==> config.mk <==
export PLATFORM = sky130hd
export DESIGN_NAME = muldiv_unit
export DESIGN_NICKNAME = d
export VERILOG_FILES = /design/src/rtl/muldiv_unit.sv
export SDC_FILE = /design/constraint.sdc
export NUM_CORES = 1
export LEC_CHECK = 0
export BUFFER_PORTS_ARGS = -buffer_cell sky130_fd_sc_hd__buf_2
export CAP_MARGIN = 5
export CORE_UTILIZATION = 60
export CTS_BUF_LIST = sky130_fd_sc_hd__clkbuf_8 sky130_fd_sc_hd__clkbuf_16
export DETAILED_ROUTE_END_ITERATION = 8
export PLACE_DENSITY = 0.8
export RECOVER_POWER = 25
export SKIP_LAST_GASP = 1
export SLEW_MARGIN = 30
export SYNTH_ARGS = -nofsm -noshare
export SYNTH_HDL_FRONTEND = slang
export SYNTH_SLANG_ARGS = --single-unit
==> constraint.sdc <==
create_clock -name clk -period 10.1 [get_ports clk]
set_clock_uncertainty 0.15 [all_clocks]
set_input_delay 0 -clock clk [delete_from_list [all_inputs] [get_ports clk]]
set_output_delay 0 -clock clk [all_outputs]
set_load 0.05 [all_outputs]
==> src/rtl/muldiv_unit.sv <==
// muldiv_unit: 32-cycle shift-add multiply / restoring divide with HI/LO, single-cycle mthi/mtlo
module muldiv_unit (
  input  logic        clk,
  input  logic        rst_n,
  input  logic [31:0] A,
  input  logic [31:0] B,
  input  logic [2:0]  md_op,
  input  logic        start,
  output logic [31:0] hi_out,
  output logic [31:0] lo_out,
  output logic        busy,
  output logic        done
);
  localparam logic [1:0] IDLE = 2'd0, MUL = 2'd1, DIV = 2'd2;
  logic [1:0] state;
  logic [4:0] cnt;
  logic [63:0] acc, nxt, prod;
  logic [31:0] m, a_mag, b_mag, quo, rem;
  logic [32:0] sum, diff;
  logic neg, neg_r, dz, sgn, is_mul;
  assign busy = state != IDLE;
  always_comb begin
    sgn = md_op == 3'd1 || md_op == 3'd3;
    is_mul = md_op == 3'd1 || md_op == 3'd2;
    a_mag = sgn && A[31] ? -A : A;
    b_mag = sgn && B[31] ? -B : B;
    sum = {1'b0, acc[63:32]} + (acc[0] ? {1'b0, m} : 33'd0);
    diff = acc[63:31] - {1'b0, m};
    nxt = state == MUL ? {sum, acc[31:1]} : diff[32] ? {acc[62:0], 1'b0} : {diff[31:0], acc[30:0], 1'b1};
    prod = neg ? -nxt : nxt;
    quo = neg && !dz ? -nxt[31:0] : nxt[31:0];
    rem = neg_r ? -nxt[63:32] : nxt[63:32];
  end
  always_ff @(posedge clk or negedge rst_n)
    if (!rst_n) begin
      state <= IDLE;
      cnt <= 5'd0;
      acc <= 64'd0;
      m <= 32'd0;
      neg <= 1'b0;
      neg_r <= 1'b0;
      dz <= 1'b0;
      hi_out <= 32'd0;
      lo_out <= 32'd0;
      done <= 1'b0;
    end else begin
      done <= 1'b0;
      if (state == IDLE) begin
        if (start && md_op >= 3'd1 && md_op <= 3'd4) begin
          state <= is_mul ? MUL : DIV;
          cnt <= 5'd0;
          m <= is_mul ? a_mag : b_mag;
          acc <= {32'd0, is_mul ? b_mag : a_mag};
          neg <= sgn && (A[31] ^ B[31]);
          neg_r <= sgn && A[31];
          dz <= B == 32'd0;
        end else if (start && md_op == 3'd5)
          hi_out <= A;
        else if (start && md_op == 3'd6)
          lo_out <= A;
      end else begin
        acc <= nxt;
        cnt <= cnt + 5'd1;
        if (cnt == 5'd31) begin
          state <= IDLE;
          done <= 1'b1;
          {hi_out, lo_out} <= state == MUL ? prod : {rem, quo};
        end
      end
    end
endmodule

# Word-level counts from Yosys, hierarchy flattened
# Index checks and enable logic that the tools add are counted.
# op_classes
add_sub_neg	8
n_mul	0
n_div	0
order_cmp	2
n_eq_ne	12
shifts	0
mux	30
n_bitwise	1
reduce_logical	19
# op_table
op	n
$mux W32	16
$mux W64	6
$neg A32 Y32	4
$neg A64 Y64	1
$add A32 B32 Y33	1
$sub A33 B32 Y33	1
$logic_not A32 Y1	1
$mux W5	2
$logic_and A1 B1 Y1	8
$mux W2	4
$eq A3 B2 Y1 const B	2
$eq A3 B3 Y1 const B	2
$ne A2 B1 Y1 const B	3
$add A5 B1 Y5 const B	1
$eq A5 B5 Y1 const B	1
$ne A2 B2 Y1 const B	2
$reduce_and A2 Y1	2
$reduce_and A4 Y1	1
$reduce_bool A2 Y1	2
$eq A3 B1 Y1 const B	1
$ge A3 B1 Y1 const B	1
$le A3 B3 Y1 const B	1
$reduce_and A3 Y1	1
$eq A2 B1 Y1 const B	1
5 further kinds	7
# totals
register_bits	171
latchBits	0
ramBits	0
romBits	0
output_inout_bits	66
elab_cells	82
memories	0

# Longest topological paths before layout
# logic_depth
ltp_word	8
ltp_mapped	22
ltp_nobuf	20

# Worst setup path before layout
# OpenSTA, ideal clock, no wires.
# synth_path
path_kind	register to register
startpoint	register acc[31]
endpoint	register hi_out[26]
arrival_time_ps	4371
t_required_ps	9881
path_slack_ps	5510
path_stages_with_launch	23
n_path_buf	3
period_less_slack_ps	4590
cell_sequence	dfrtp_1 -> inv_1 -> ha_1 -> inv_1 -> fa_1 -> a211oi_1 -> o21a_1 -> a2111o_1 -> a21oi_1 -> a211o_1 -> buf_4 -> buf_4 -> clkbuf_1 -> nor2_1 -> nor2_1 -> o21ai_0 -> ha_1 -> o211ai_1 -> nor3_1 -> and3_1 -> o21ai_0 -> or4_1 -> nand3_1
# synth_between
elab_chain_len	8
# synth_lines
item	line_no	text
start, declared	17	logic [63:0] acc, nxt, prod;
start signal, assigned	53	acc <= {32'd0, is_mul ? b_mag : a_mag};
start signal, assigned	62	acc <= nxt;
$sub A33 B32 Y33	28	diff = acc[63:31] - {1'b0, m};
$mux W64	29	nxt = state == MUL ? {sum, acc[31:1]} : diff[32] ? {acc[62:0], 1'b0} : {diff[31:0], acc[30:0], 1'b1};
$mux W64 (*)	29	
$neg A64 Y64 or $neg A32 Y32 (tied branches)	30, 32	
$mux W64 or $mux W32 (tied branches)	30, 32	
$mux W64 (*)	67	{hi_out, lo_out} <= state == MUL ? prod : {rem, quo};
$mux W32 (*)	64	if (cnt == 5'd31) begin
$mux W32 (*)	48	if (state == IDLE) begin
end signal, assigned	67	
end, declared	9	output logic [31:0] hi_out,
# Every way passes the cells marked *; elsewhere a longest branch is shown, timed or not. The select of a mux whose other input is x is not followed.
# A chain may end at the register's enable or synchronous reset.

# Worst setup path after layout
# layout_path
startpoint	register acc[42]
endpoint	register hi_out[28]
# The elaborated chain is that of the path after synthesis.

==> results.cfg <==
[status]
run_status = finished, violations left
violations = max-capacitance violations, max-slew violations

[routing]
number_of_vias_after_detailed_routing = 19090
total_length_of_routed_wires_um = 68870
viasPerCell = 6.972
initialDrtViolationCount = 2919
drt_pre_antenna_iters = 8
route.antenna.remaining_nets = 0
remaining_design_rule_violation_count = 0
wl_per_cell_um = 25.15

[logic_synthesis]
yosysWarnings = 0
synth_top_cell_by_area = sky130_fd_sc_hd__dfrtp_1
netlist_area_um2 = 16640
syn-instance-count = 2278
synth_enable_flop_cells = 0
synthesis.area_per_instance_um2 = 7.303
synthArstFlopShare_pct = 100.0
mappedNetlistNets = 2420
synth_top_area_share_pct = 25.72
synth.yosys.seq_area_share_pct = 25.72
synth-seq-cells = 171
yosys-top-cells-area = sky130_fd_sc_hd__dfrtp_1 (26%), sky130_fd_sc_hd__nand2_1 (7.0%), sky130_fd_sc_hd__a21oi_1 (6.6%), sky130_fd_sc_hd__o21ai_0 (5.8%), sky130_fd_sc_hd__ha_1 (5.3%)
top_flip_flop_cell_by_instance_count_after_synthesis = sky130_fd_sc_hd__dfrtp_1
synth_cell_type_count = 94

[flow_run]
maxCapViolations = 1

[grt]
overflow = 0
grt_first_pass_wirelength_um = 103000
grt_start_max_net_pins = 91
grt_antenna_before_repair = 2
grt_use_total_pct = 48.01
first_global_vias = 17450

[clock_network]
cts_tree = built
clock_tree.buffer_depth = 2
cts-hold-fix-buffers = 60
post_cts.repair.setup_buffers = 0
cts_buffers = 17
post_cts_resize_count = 0
tritoncts_num_sinks = 171
clkSlewWorstSetupHoldPaths_ns = 0.07
cts_root_buf = sky130_fd_sc_hd__clkbuf_16
clkLatencyLatePin_ns = 0.45
clock_tree.htree_level_count = 4

[sta]
grt_setup_unrepaired = no
normalized_max_slew_margin_pct = -247.4
finalSetupViolCount = 0
totalNegativeSetupSlack_ns = 0
finalCritPeriodShare_pct = 58.08
max_clock_freq_ghz = 0.1705
final.min_clock_period_ns = 5.866
slew_viol_final = 91
timing_worst_slew_pin_value_ns = 5.211
final-hold-violation-count = 0

[critical_path]
r2r_setup_slack_ns = 4.23
critical_path.startpoint_type = flip-flop
critPathKind = flip-flop to flip-flop
arrival_time_worst_endpoint_ns = 6.04
worst_r2r_startpoint = acc[42]
cp.required_ns = 10.27
timing.reg2reg.worst_path_depth = 15
crit_path_max_fanout = 25
cp-end-kind = flip-flop
r2r_end = hi_out[28]

[finish]
post_route_cells_drive_above_1_share_pct = 9.383
design.final.nets = 2496
total_inserted_antenna_cells = 0
layout-area-overhead-vs-synth_pct = 11.67

[die]
fp.dieH_um = 168.5
dieArea_um2 = 28400
total_number_of_placement_rows = 60
initial_core_util_pct = 61.39
width_of_the_die_um = 168.5
design.core.area_um2 = 27100
count_of_boundary_i_o_pins = 136

[min_path]
hold_path_startpoint = B[25]
timing.hold.worst_path_depth = 5
min_path_type = input pin to flip-flop
min_to = acc[25]

[place]
place_congestion = 1.028
dp_hpwl_um = 49850
port-buffer-count = 135
[layout make-up]
type / instances / area (um^2)
sequential: 171 / 4280
tap: 372 / 465.4
multi-input combinational: 1880 / 11560
inverter: 65 / 245.2
clock buffer: 17 / 425.4
fill: 2268 / 8523
timing repair buffer: 219 / 1440
clock inverter: 14 / 158.9
[cells in the mapped netlist (10+ instances only)]
| cell type | count |
|---|---|
| sky130_fd_sc_hd__a211oi_1 | 61 |
| sky130_fd_sc_hd__a21o_1 | 28 |
| sky130_fd_sc_hd__a21oi_1 | 219 |
| sky130_fd_sc_hd__a22oi_1 | 12 |
| sky130_fd_sc_hd__a31oi_1 | 51 |
| sky130_fd_sc_hd__and2_1 | 48 |
| sky130_fd_sc_hd__and3_1 | 30 |
| sky130_fd_sc_hd__buf_1 | 21 |
| sky130_fd_sc_hd__buf_2 | 10 |
| sky130_fd_sc_hd__clkbuf_1 | 128 |
| sky130_fd_sc_hd__dfrtp_1 | 171 |
| sky130_fd_sc_hd__ha_1 | 70 |
| sky130_fd_sc_hd__inv_1 | 61 |
| sky130_fd_sc_hd__mux2i_1 | 28 |
| sky130_fd_sc_hd__nand2_1 | 310 |
| sky130_fd_sc_hd__nand2b_1 | 22 |
| sky130_fd_sc_hd__nand3_1 | 79 |
| sky130_fd_sc_hd__nand4_1 | 19 |
| sky130_fd_sc_hd__nor2_1 | 206 |
| sky130_fd_sc_hd__nor3_1 | 55 |
| sky130_fd_sc_hd__nor4_1 | 11 |
| sky130_fd_sc_hd__o211ai_1 | 39 |
| sky130_fd_sc_hd__o21a_1 | 18 |
| sky130_fd_sc_hd__o21ai_0 | 194 |
| sky130_fd_sc_hd__o221ai_1 | 15 |
| sky130_fd_sc_hd__o31ai_1 | 14 |
| sky130_fd_sc_hd__or3_1 | 20 |
| sky130_fd_sc_hd__xnor2_1 | 88 |
| sky130_fd_sc_hd__xor2_1 | 70 |
[cells by family after synthesis]
group / Yosys count / share of synthesized area (%)
and+or+nand+nor: 845 / 23.50
muxes: 30 / 1.820
DFF: 171 / 25.72
adders and majority gates: 72 / 5.505
AOI/OAI and AO/OA: 775 / 29.85
xor gates and xnor gates: 158 / 8.318
buffers and inverters: 227 / 5.287
[state kept, by name, summed over array words and instances (netlist names)]
name    flops
state       2
acc        64
neg         1
hi_out     32
m          32
lo_out     32
dz          1
done        1
neg_r       1
cnt         5
[cell usage in the layout (no fill, tap or decap), types with 28 or more instances in the layout]
cell type,n
sky130_fd_sc_hd__nand2_1,308
sky130_fd_sc_hd__a21oi_1,218
sky130_fd_sc_hd__nor2_1,203
sky130_fd_sc_hd__o21ai_0,191
sky130_fd_sc_hd__dfrtp_1,170
sky130_fd_sc_hd__buf_2,122
sky130_fd_sc_hd__xnor2_1,88
sky130_fd_sc_hd__nand3_1,79
sky130_fd_sc_hd__xor2_1,70
sky130_fd_sc_hd__ha_1,70
sky130_fd_sc_hd__inv_1,65
sky130_fd_sc_hd__a211oi_1,60
sky130_fd_sc_hd__dlygate4sd3_1,60
sky130_fd_sc_hd__nor3_1,55
sky130_fd_sc_hd__a31oi_1,51
sky130_fd_sc_hd__and2_1,48
sky130_fd_sc_hd__o211ai_1,39
sky130_fd_sc_hd__and3_1,30
sky130_fd_sc_hd__mux2i_1,28
[routing by layer]
layer | wire length [um] | vias up | share of wire (%) | track usage, %
li1 | - | 8412 | - | -
met3 | 10590 | 267 | 15 | 17.21
met4 | 3814 | 2 | 5.5 | 23.16
met2 | 27740 | 1455 | 40 | 69.04
met5 | 13 | - | 0.019 | 0
met1 | 26720 | 8952 | 39 | 63.71
[worst max path at each step]
| stage | start | endpoint | slack [ns] | depth (start not counted) |
|---|---|---|---|---|
| 2_1_floorplan | acc[31] | hi_out[26] | 5.51 | 22 |
| 3_3_place_gp | acc[0] | hi_out[28] | 4.65 | 16 |
| 3_5_place_dp | acc[0] | hi_out[28] | 4.51 | 16 |
| 4_1_cts | acc[0] | hi_out[28] | 4.44 | 16 |
| 5_1_grt | acc[31] | hi_out[28] | 4.08 | 18 |
| 6_report | acc[42] | hi_out[28] | 4.23 | 15 |
[stage by stage]
step / std cells / hold WS [ns] / worst slack, ns / instance area (um^2) / utilization, %
detailed placement: 2647 / -0.01053 / 4.511 / 17400 / 64.21
finish: 2738 / 0.03615 / 4.234 / 18580 / 68.55
global placement: 2646 / -0.01635 / 4.652 / 17380 / 64.15
CTS: 2738 / 0.006841 / 4.438 / 18590 / 68.58
global route: 2738 / 0.05856 / 4.077 / 18580 / 68.55
floorplan: 2278 / -0.4456 / 5.510 / 16640 / -
[worst max-delay path: stages, from the launching register on]
cell and delay [ns]:
sky130_fd_sc_hd__dfrtp_1 0.49, sky130_fd_sc_hd__ha_1 0.43, sky130_fd_sc_hd__a21oi_1 0.41, sky130_fd_sc_hd__o211ai_1 0.23
sky130_fd_sc_hd__a221oi_2 0.39, sky130_fd_sc_hd__a21oi_1 0.24, sky130_fd_sc_hd__a211oi_4 0.38, sky130_fd_sc_hd__buf_4 0.40
sky130_fd_sc_hd__o221ai_1 0.17, sky130_fd_sc_hd__a31oi_1 0.16, sky130_fd_sc_hd__buf_4 0.19, sky130_fd_sc_hd__a21boi_1 0.72
sky130_fd_sc_hd__nand3_1 0.38, sky130_fd_sc_hd__nor4b_1 0.63, sky130_fd_sc_hd__mux2i_1 0.28, sky130_fd_sc_hd__nand2_1 0.07
Power is not shown: default switching activity piles up to over one toggle a cycle in this logic, so the estimate is an artifact.
